--- src/rtl/ode_pkg.sv ---
// Shared definitions for the ODE solver datapath: default widths, saturation
// limits and the state-stage FSM encoding.
package ode_pkg;

  localparam int DATA_WIDTH = 16;
  localparam int STEP_WIDTH = 16;

  localparam logic signed [DATA_WIDTH-1:0] SAT_MAX = {1'b0, {(DATA_WIDTH-1){1'b1}}};
  localparam logic signed [DATA_WIDTH-1:0] SAT_MIN = {1'b1, {(DATA_WIDTH-1){1'b0}}};

  typedef enum logic [1:0] {
    IDLE  = 2'd0,
    RUN   = 2'd1,
    DRAIN = 2'd2,
    DONE  = 2'd3
  } state_t;

endpackage

--- src/rtl/ode_sat_select.sv ---
// Combinational clamp of a wrapped adder sum using the adder's overflow flag.
module ode_sat_select #(
  parameter int W = ode_pkg::DATA_WIDTH
) (
  input  logic signed [W-1:0] sum,
  input  logic                overflow,
  output logic signed [W-1:0] sat
);

  // A wrapped sum has the opposite sign of the true result, so a negative
  // looking sum with overflow means the true value ran off the positive end.
  function automatic logic signed [W-1:0] saturate(input logic signed [W-1:0] s,
                                                   input logic                ovf);
    if (!ovf)
      return s;
    return s[W-1] ? {1'b0, {(W-1){1'b1}}} : {1'b1, {(W-1){1'b0}}};
  endfunction

  assign sat = saturate(sum, overflow);

endmodule

--- src/rtl/ode_step_accumulator.sv ---
// ODE state stage: saturates each accepted sum into x, counts steps and streams
// every new x through a one-entry output slot.
module ode_step_accumulator #(
  parameter int DATA_WIDTH = ode_pkg::DATA_WIDTH,
  parameter int STEP_WIDTH = ode_pkg::STEP_WIDTH
) (
  input  logic                         clk,
  input  logic                         rst_n,
  input  logic                         start,
  input  logic signed [DATA_WIDTH-1:0] init_value,
  input  logic        [STEP_WIDTH-1:0] num_steps,
  output logic signed [DATA_WIDTH-1:0] acc_value,
  input  logic                         res_valid,
  output logic                         res_ready,
  input  logic signed [DATA_WIDTH-1:0] result,
  input  logic                         overflow,
  output logic                         smp_valid,
  input  logic                         smp_ready,
  output logic signed [DATA_WIDTH-1:0] smp_data,
  output logic        [STEP_WIDTH-1:0] smp_index,
  output logic                         busy,
  output logic                         done,
  output logic                         sat_seen
);

  import ode_pkg::*;

  state_t                       state_q, state_d;
  logic signed [DATA_WIDTH-1:0] acc_q, smp_data_q, sat_v;
  logic        [STEP_WIDTH-1:0] cnt_q, target_q, smp_index_q;
  logic                         smp_valid_q, done_q, sat_seen_q;
  logic                         launch, accept, last_step, drain_exit;

  ode_sat_select #(.W(DATA_WIDTH)) u_sat (
    .sum      (result),
    .overflow (overflow),
    .sat      (sat_v)
  );

  // A result is admitted only when the slot is empty or is emptying this cycle,
  // which lets accept and drain overlap for one step per cycle.
  assign res_ready  = (state_q == RUN) && (!smp_valid_q || smp_ready);
  assign accept     = res_valid && res_ready;
  assign launch     = start && (state_q == IDLE || state_q == DONE);
  assign last_step  = (cnt_q == target_q - STEP_WIDTH'(1));
  assign drain_exit = (state_q == DRAIN) && (!smp_valid_q || smp_ready);

  always_comb begin
    state_d = state_q;
    case (state_q)
      IDLE, DONE: if (start) state_d = (num_steps == '0) ? DONE : RUN;
      RUN:        if (accept && last_step) state_d = DRAIN;
      DRAIN:      if (drain_exit) state_d = DONE;
      default:    state_d = IDLE;
    endcase
  end

  always_ff @(posedge clk or negedge rst_n) begin
    if (!rst_n) begin
      state_q     <= IDLE;
      smp_valid_q <= 1'b0;
      done_q      <= 1'b0;
      sat_seen_q  <= 1'b0;
      cnt_q       <= '0;
      target_q    <= '0;
    end else begin
      state_q <= state_d;
      if (launch) begin
        cnt_q      <= '0;
        target_q   <= num_steps;
        sat_seen_q <= 1'b0;
        done_q     <= (num_steps == '0);
      end else if (drain_exit) begin
        done_q <= 1'b1;
      end
      if (accept) begin
        cnt_q       <= cnt_q + STEP_WIDTH'(1);
        sat_seen_q  <= sat_seen_q | overflow;
        smp_valid_q <= 1'b1;
      end else if (smp_ready) begin
        smp_valid_q <= 1'b0;
      end
    end
  end

  always_ff @(posedge clk or negedge rst_n) begin
    if (!rst_n) begin
      acc_q       <= '0;
      smp_data_q  <= '0;
      smp_index_q <= '0;
    end else if (launch) begin
      acc_q <= init_value;
    end else if (accept) begin
      acc_q       <= sat_v;
      smp_data_q  <= sat_v;
      smp_index_q <= cnt_q;
    end
  end

  assign acc_value = acc_q;
  assign smp_valid = smp_valid_q;
  assign smp_data  = smp_data_q;
  assign smp_index = smp_index_q;
  assign busy      = (state_q == RUN) || (state_q == DRAIN);
  assign done      = done_q;
  assign sat_seen  = sat_seen_q;

endmodule
--- config.mk ---
export PLATFORM = sky130hd
export DESIGN_NAME = ode_step_accumulator
export DESIGN_NICKNAME = d
export VERILOG_FILES = /design/src/rtl/ode_pkg.sv /design/src/rtl/ode_sat_select.sv /design/src/rtl/ode_step_accumulator.sv
export SDC_FILE = /design/constraint.sdc
export NUM_CORES = 1
export LEC_CHECK = 0
export CAP_MARGIN = 40
export CORE_AREA = 8 8 138 140
export CTS_CLUSTER_SIZE = 28
export DETAILED_ROUTE_END_ITERATION = 6
export DIE_AREA = 0 0 146 148
export SYNTH_ARGS = -nofsm -noshare
export SYNTH_HDL_FRONTEND = slang
export SYNTH_SLANG_ARGS = --single-unit
--- constraint.sdc ---
create_clock -name clk -period 2.9 [get_ports clk]
set_input_delay 0.87 -clock clk [delete_from_list [all_inputs] [get_ports clk]]
set_output_delay 0.87 -clock clk [all_outputs]
set_load 0.02 [all_outputs]
# Yosys cells after proc, flatten, opt, wreduce, memory -nomap -nowiden
# Index checks and enable logic that the tools add are counted.
# classes
n_addsub	2
mul	0
div	0
n_lt_le_gt_ge	0
n_eq_ne	7
shifts	0
n_mux	17
n_bitwise	2
n_reduce_logical	17
# op_table
op	n
two-way mux 16 bit	6
adder 16 x 1 -> 16 bit, second input constant	1
== test 16 bit	1
logical NOT 16 bit	1
subtractor 16 x 1 -> 16 bit, second input constant	1
two-way mux 2 bit	4
two-way mux 1 bit	6
one-hot mux 2 bit (3 select lines)	1
nonzero test 2 bit	3
logical AND 1 bit	5
== test 2 bit, second input constant	2
inequality test 2 bit, second input constant	2
logical OR 1 bit	3
AND reduction 3 bit	1
== test 2 x 1 -> 1 bit, second input constant	1
logical NOT 2 bit	1
inequality test 2 x 1 -> 1 bit, second input constant	1
AND reduction 2 bit	1
OR reduction 2 bit	1
logical NOT 1 bit	1
NOT 1 bit	1
bitwise OR 1 bit	1
# word_totals
register_bits	85
latch_bits	0
ramBits	0
mem_bits_ro	0
word_cells	54
memories	0

# Longest topological paths before layout
# Gate-level depths: netlist of the first run.
# logic_depth
ltp_word	7
depth_mapped	10

# Cells and area by module
# A second synthesis of the first run with hierarchy kept.
# unflattened
hier_cells	402
hier_area_um2	4335.4
# by_module_without_submodules
mod	instances	cells_per_inst	area_each_um2	seq_area_each_um2
ode_step_accumulator	1	383	4085.2	2127.0
ode_sat_select	1	19	250.2	0.0

# Worst setup path before layout of the first run
# OpenSTA, ideal clock, no wires.
# synth_path
path_type	register to register
start	register target_q[2]
end	register state_q[1]
arrival_ns	2.720
required_ns	2.772
setup_slack_ns	0.053
stages_incl_launch_ff	9
path_buffers	0
synth_period_minus_slack_ns	2.847
cell_sequence	dfrtp_1 -> or4_4 -> o21a_1 -> or3_1 -> a21boi_2 -> o21ai_4 -> or4_1 -> a21oi_1 -> mux2_1
# synth_via
elab_chain_cells	5
# synth_lines
item	line	text
start, declared	ode_step_accumulator.sv:30	logic [STEP_WIDTH-1:0] cnt_q, target_q, smp_index_q;
start signal, assigned	ode_step_accumulator.sv:70	target_q <= num_steps;
subtractor 16 x 1 -> 16 bit	ode_step_accumulator.sv:45	assign last_step = (cnt_q == target_q - STEP_WIDTH'(1));
== test 16 bit	ode_step_accumulator.sv:45	
logical AND 1 bit	ode_step_accumulator.sv:52	RUN: if (accept && last_step) state_d = DRAIN;
inequality test 2 x 1 -> 1 bit (no source line)	--	
AND reduction 3 bit (no source line)	--	
end signal, assigned	ode_step_accumulator.sv:67	state_q <= state_d;
end, declared	ode_step_accumulator.sv:28	state_t state_q, state_d;
# Every way passes these cells.
# A chain may end at the register's enable or synchronous reset.

# Worst setup path after layout of the first run
# layout_path
start	register target_q[6]
end	register state_q[1]
# The elaborated chain is that of the path after synthesis.

==> reports/results.txt, run 1 <==
status = finished with violations
failing checks = setup timing
antenna viol nets, final = 0
Remaining DRCs = 0
Final min period = 2.90 ns
top cell type's share of synthesized area = 51.3%
vias = 3,722
final setup fails = 1
# port buffers = 106
CTS Buffer Depth = 2
H-Tree Depth = 3
Seq cells post-synth = 85
R2R depth = 8
Vias per Instance = 4.65
Netlist Area Pre-Place = 4140 µm²
die area = 21,600 µm²
Final Hold Viols = 0
die height = 148 µm
Crit path max-delay family = simple AND/OR/NAND/NOR gates
first-pass GRT wire length = 21,600 µm
Initial DRC Count = 159
Hold Path Stages = 2
highest-count cells in the layout ignoring fill and taps = clkdlybuf4s50_1 (104), nand2_1 (93), dfrtp_1 (85), o21ai_0 (57), a21oi_1 (34)
setup TNS = -0.00483 ns
Max FO, Critical Path = 3
WL per Instance = 16.7 µm
CTS Hold Bufs = 0
Reg-to-Reg Start = target_q[6]$_DFFE_PN0P_
Synth warnings = 0
Peak supply drop = 0.000446 V
max cap viols = 0
Global Route met1 Usage = 13.9%
Worst Tran Pin Value = 0.590 ns
largest net degree at the start of global routing = 46
GRT Util Overall = 12.6%
vias in the first global route = 3,998
Cell Rows = 48
Crit. End Element = flop
Core ar. = 16,900 µm²
synthesized area per cell = 9.29 µm²
First-pass DRT Iterations = 5
sequential share of the synthesized area = 51.3%
RSZ-0062 raised after global routing = yes
Synth cell types = 46
most used cell, CP = or4_4
Placer Congestion = 0.874
PwrDens = 955 nW/µm²
antenna diode count = 0
final setup margin = -0.00483 ns
dpl cell area = 5620 µm²
slowest stage delay, CP = 0.58 ns
total gr overflow = 0
Post-synth EDFFs = 0
area leader, netlist = dfrtp_1
Hold Path Class = flop to flop
met3 usage = 5.81%
Mapped Cells = 446
met2 usage = 21.7%
Place WS = -0.372 ns
Non-Filler Instances = 800
Leakage = 0.00255 µW
Post-Place Cells = 778
area grow syn2layout = 45.5%
Top Usage Layer GRT = met2
worst rel slew slack = 60.7%
Worst-path clk slew = 0.07 ns
min-delay src = sat_seen$_DFFE_PN0P_
Data arrival, critical path = 3.14 ns
Post-Route WL = 13,400 µm
Critical R2R Capture = state_q[1]$_DFFE_PN0P_
Slowest cell on crit path = or4_4
layout cells sized above 1 = 14.4%
Worst Hold End = sat_seen$_DFFE_PN0P_
Num CTS Buffers = 9
Initial Util = 24.5%
Max Freq = 344 MHz
CTS tree = built
Horiz. Die Dim = 146 µm
cell area after layout = 6030 µm²
post-route clock period utilization = 100%
Slew Limit Fails = 0
Async S/R FF share, synth = 100%
reg-to-reg setup timing slack = -0.005 ns
Buf+Inv Stages, Crit Path = 0
initial antenna violation count = 0
CP Cell Sequence = or4_4 -> nor4b_4 -> nand3b_1 -> xnor2_2 -> nand3_2 -> or4_4 -> a21oi_4 -> mux2_4
clk sinks = 85
CP Class = flop to flop
post-synth net total = 504
Startpoint Class = flop
commonest non-fill, non-tap cell in the layout = clkdlybuf4s50_1
Detailed Place HPWL = 9940 µm
Top FF cell, synth = dfrtp_1
Nets = 628
Clock Skew = 0.00633 ns
Worst-Skew Late Latency = 0.35 ns
top cells by area, synth = dfrtp_1 (51%), nand2_1 (8.4%), o21ai_0 (6.9%)
clock tree root driver cell = clkbuf_16
I/O pin cnt = 107
Crit path required time = 3.13 ns
## timing repair
item | 4_1_cts | 5_1_grt
endpoints found under the setup margin | 2 | 1
gates resized for setup | 7 | 6
pin swaps | 6 | 6
buffers inserted | 5 | 1
## worst max-delay path by stage
stage | startpoint | endpoint | slack, ns | cells after the start
CTS | target_q[1]$_DFFE_PN0P_ | state_q[1]$_DFFE_PN0P_ | 0.002 | 9
finish | target_q[6]$_DFFE_PN0P_ | state_q[1]$_DFFE_PN0P_ | -0.005 | 8
floorplan | target_q[2]$_DFFE_PN0P_ | state_q[1]$_DFFE_PN0P_ | 0.05 | 8
global placement | smp_ready | state_q[1]$_DFFE_PN0P_ | -0.28 | 9
detailed placement | smp_ready | state_q[1]$_DFFE_PN0P_ | -0.37 | 9
global route | target_q[6]$_DFFE_PN0P_ | state_q[1]$_DFFE_PN0P_ | -0.05 | 8
## sequential cells by signal, indices dropped and copies added, names as in the netlist
name / count
acc_value: 16
cnt_q: 16
smp_data: 16
smp_index: 16
target_q: 16
state_q: 2
done: 1
sat_seen: 1
smp_valid: 1
## tightest hold or removal path, cell delays in order, from the launching register on
cell and delay [ns]:
dfrtp_1 0.35, nand2_1 0.05, o21ai_0 0.06
## report_power, final
part	switching [µW]	internal [µW]	total, µW
sequential	305	1580	1880
clock	512	697	1210
combinational	1430	1240	2670
## synthesized netlist by cell type, types with 2 or more instances
library cell,count
nand2_1,93
dfrtp_1,85
o21ai_0,57
a21oi_1,35
nor2_1,29
clkbuf_1,19
mux2_2,16
nand3_1,12
xnor2_1,11
xor2_1,10
inv_1,8
nor3_1,6
and3_1,5
nand4_1,5
nor4_1,5
and2_1,4
ha_1,4
mux2i_1,4
o31ai_1,4
buf_1,3
a31oi_1,2
mux2_1,2
nor4b_1,2
o211ai_1,2
or4_4,2
## routing by layer
metal | vias to the layer above | share of wire, %
li1 | 1786 | -
met1 | 1824 | 41
met2 | 101 | 50
met4 | 0 | 1.1
met5 | - | 0
met3 | 11 | 8.4
## logic make-up after synthesis
group	share of synthesized area [%]
AND/OR/NAND/NOR	20.1
AO/OA/AOI/OAI	14.1
adder cells (fa/ha/maj)	1.21
XOR/XNOR	4.44
buffers and inverters	2.99
flip-flops	51.3
multiplexers	5.86
## stage by stage
stage | hold slack, ns | util [%] | total power [µW]
6_report | 0.494 | 35.6 | 5760
5_1_grt | 0.525 | 35.6 | 6150
4_1_cts | 0.504 | 35.4 | 5770
3_5_place_dp | 0.486 | 33.2 | 4460
3_3_place_gp | 0.479 | 33.2 | 4400
2_1_floorplan | 0.465 | - | 3270
## area by class of cell
cell class                 instances  area (µm²)
sequential                        85        2130
timing repair buffer             136        1320
inverter                           8        30.0
clock inverter                     6        70.1
fill                            1718       10900
multi-input combinational        330        1960
tap                              225         282
clock buffer                      10         239
No activity file was read; power rests on OpenSTA's default activity.
==> inputs of run 2 (changes only) <==
--- a/config.mk
+++ b/config.mk
@@ -10,6 +10,8 @@
 export CTS_CLUSTER_SIZE = 28
 export DETAILED_ROUTE_END_ITERATION = 6
 export DIE_AREA = 0 0 146 148
+export PLACE_DENSITY_LB_ADDON = 0.2
+export RECOVER_POWER = 100
 export SYNTH_ARGS = -nofsm -noshare
 export SYNTH_HDL_FRONTEND = slang
 export SYNTH_SLANG_ARGS = --single-unit
==> reports/results.txt, run 2 (synthesized netlist as in run 1, its figures left out) <==
clk sinks = 85
worst rel slew slack = -42.5%
R2R depth = 8
highest-count cells in the layout ignoring fill and taps = nand2_1 (93), dfrtp_1 (85), o21ai_0 (57), dlygate4sd3_1 (53), clkdlybuf4s50_1 (51)
layout cells sized above 1 = 12.6%
antenna diode count = 0
Core ar. = 16,900 µm²
Initial DRC Count = 159
Overall Power = 5600 µW
vias in the first global route = 3,842
Vias per Instance = 4.55
Crit. End Element = flop
post-route clock period utilization = 98.4%
CTS Buffer Depth = 2
Data arrival, critical path = 3.08 ns
CP Class = flop to flop
Slew Limit Fails = 37
Nets = 624
Comb pwr share = 43.3%
CTS tree = built
die area = 21,600 µm²
CP startpoint = target_q[2]$_DFFE_PN0P_
sequential share of power = 33.1%
Remaining DRCs = 0
die height = 148 µm
WL per Instance = 15.9 µm
antenna viol nets, final = 0
largest net degree at the start of global routing = 42
status = finished with violations
reg-to-reg setup timing slack = 0.05 ns
Hold Path Class = flop to flop
Placer Congestion = 0.813
crit path capture = state_q[1]$_DFFE_PN0P_
Post-Route WL = 12,700 µm
RSZ-0062 raised after global routing = yes
Max Freq = 350 MHz
sw power = 2120 µW
clock network power share = 23.6%
final core utilization = 35.3%
max cap viols = 1
Critical R2R Capture = state_q[1]$_DFFE_PN0P_
Max FO, Critical Path = 5
CTS Hold Bufs = 0
Net Sw Frac = 37.8%
initial antenna violation count = 0
I/O pin cnt = 107
Final Hold Viols = 0
Num CTS Buffers = 9
Cell Rows = 48
H-Tree Depth = 3
Horiz. Die Dim = 146 µm
Final min period = 2.85 ns
Worst-path clk slew = 0.06 ns
Crit path required time = 3.12 ns
internal power = 3490 µW
vias = 3,620
final setup fails = 0
Initial Util = 24.5%
Detailed Place HPWL = 9610 µm
Peak supply drop = 0.000384 V
Leakage = 0.00259 µW
area grow syn2layout = 44.1%
First-pass DRT Iterations = 4
Clock Skew = 0.00559 ns
Startpoint Class = flop
PwrDens = 938 nW/µm²
Worst Tran Pin Value = 2.14 ns
first-pass GRT wire length = 20,700 µm
failing checks = capacitance limit, slew limit
# port buffers = 106
commonest non-fill, non-tap cell in the layout = nand2_1
clock tree root driver cell = clkbuf_16
total gr overflow = 0
Worst-Skew Late Latency = 0.34 ns
GRT Util Overall = 12.2%
Reg-to-Reg Start = target_q[2]$_DFFE_PN0P_
run 2: changes by cell type in the layout (fill, tap and decap cells not counted), moves of 2 or more:
| cell | change |
|---|---|
| bufinv_16 | +2 |
| clkbuf_1 | +4 |
| clkdlybuf4s50_1 | -53 |
| and2_0 | +2 |
| clkinvlp_4 | -2 |
| clkbuf_2 | +2 |
| inv_6 | -2 |
| dlygate4sd3_1 | +53 |
| buf_4 | -8 |
| buf_12 | -2 |
run 2: area by class of cell:
| class | instances | area [µm²] |
|---|---|---|
| clock buffer | 10 | 229 |
| clock inverter | 6 | 111 |
| fill | 1765 | 11000 |
| inverter | 8 | 30.0 |
| multi-input combinational | 330 | 1940 |
| sequential | 85 | 2130 |
| tap | 225 | 282 |
| timing repair buffer | 132 | 1250 |
run 2: power by group through the flow:
stage,sequential (µW),clock (µW),combinational [µW]
floorplan,2170,0,1090
detailed placement,1880,0,2530
CTS,1870,1370,2540
finish,1850,1320,2430
global placement,1880,0,2520
global route,1910,1420,2720
run 2: how the worst min path moves through the flow:
| stage | slack [ns] | cells past startpoint | start | end |
|---|---|---|---|---|
| 3_3_place_gp | 0.47 | 2 | sat_seen$_DFFE_PN0P_ | sat_seen$_DFFE_PN0P_ |
| 3_5_place_dp | 0.48 | 2 | sat_seen$_DFFE_PN0P_ | sat_seen$_DFFE_PN0P_ |
| 6_report | 0.48 | 2 | sat_seen$_DFFE_PN0P_ | sat_seen$_DFFE_PN0P_ |
| 2_1_floorplan | 0.47 | 2 | target_q[15]$_DFFE_PN0P_ | target_q[15]$_DFFE_PN0P_ |
| 5_1_grt | 0.52 | 2 | sat_seen$_DFFE_PN0P_ | sat_seen$_DFFE_PN0P_ |
| 4_1_cts | 0.50 | 2 | sat_seen$_DFFE_PN0P_ | sat_seen$_DFFE_PN0P_ |
run 2: repair_timing:
item	in CTS	in global routing
resized for setup	3	8
endpoints found under the setup margin	2	1
cloned	0	0
setup buffers	0	3
pin swaps	2	5
run 2: critical path, stage by stage (launching register included):
cell and delay [ns]:
dfrtp_1 0.38, or4_4 0.58, o21a_1 0.20, or3_1 0.36, a21boi_2 0.18, o21ai_4 0.06, or4_4 0.55, a21oi_4 0.14
mux2_4 0.30
run 2: per-stage QoR:
step                TNS [ns]  area, µm²  worst slack, ns  std cells  hold WS, ns
floorplan                  0       4140           0.0525        446        0.465
global placement      -0.346       5600           -0.193        777        0.474
CTS                        0       5940          0.00770        793        0.496
finish                     0       5970           0.0464        796        0.477
detailed placement    -0.457       5600           -0.261        777        0.481
global route         -0.0451       5970          -0.0451        796        0.520
run 2: layer usage:
layer / track usage [%] / wire length (µm) / share of wire, % / vias to the layer above
met5: 0 / 0 / 0 / -
met4: 4.38 / 153 / 1.2 / 0
met3: 5.17 / 1110 / 8.8 / 10
met2: 20.2 / 6120 / 48 / 91
met1: 13.8 / 5290 / 42 / 1734
li1: - / - / - / 1785
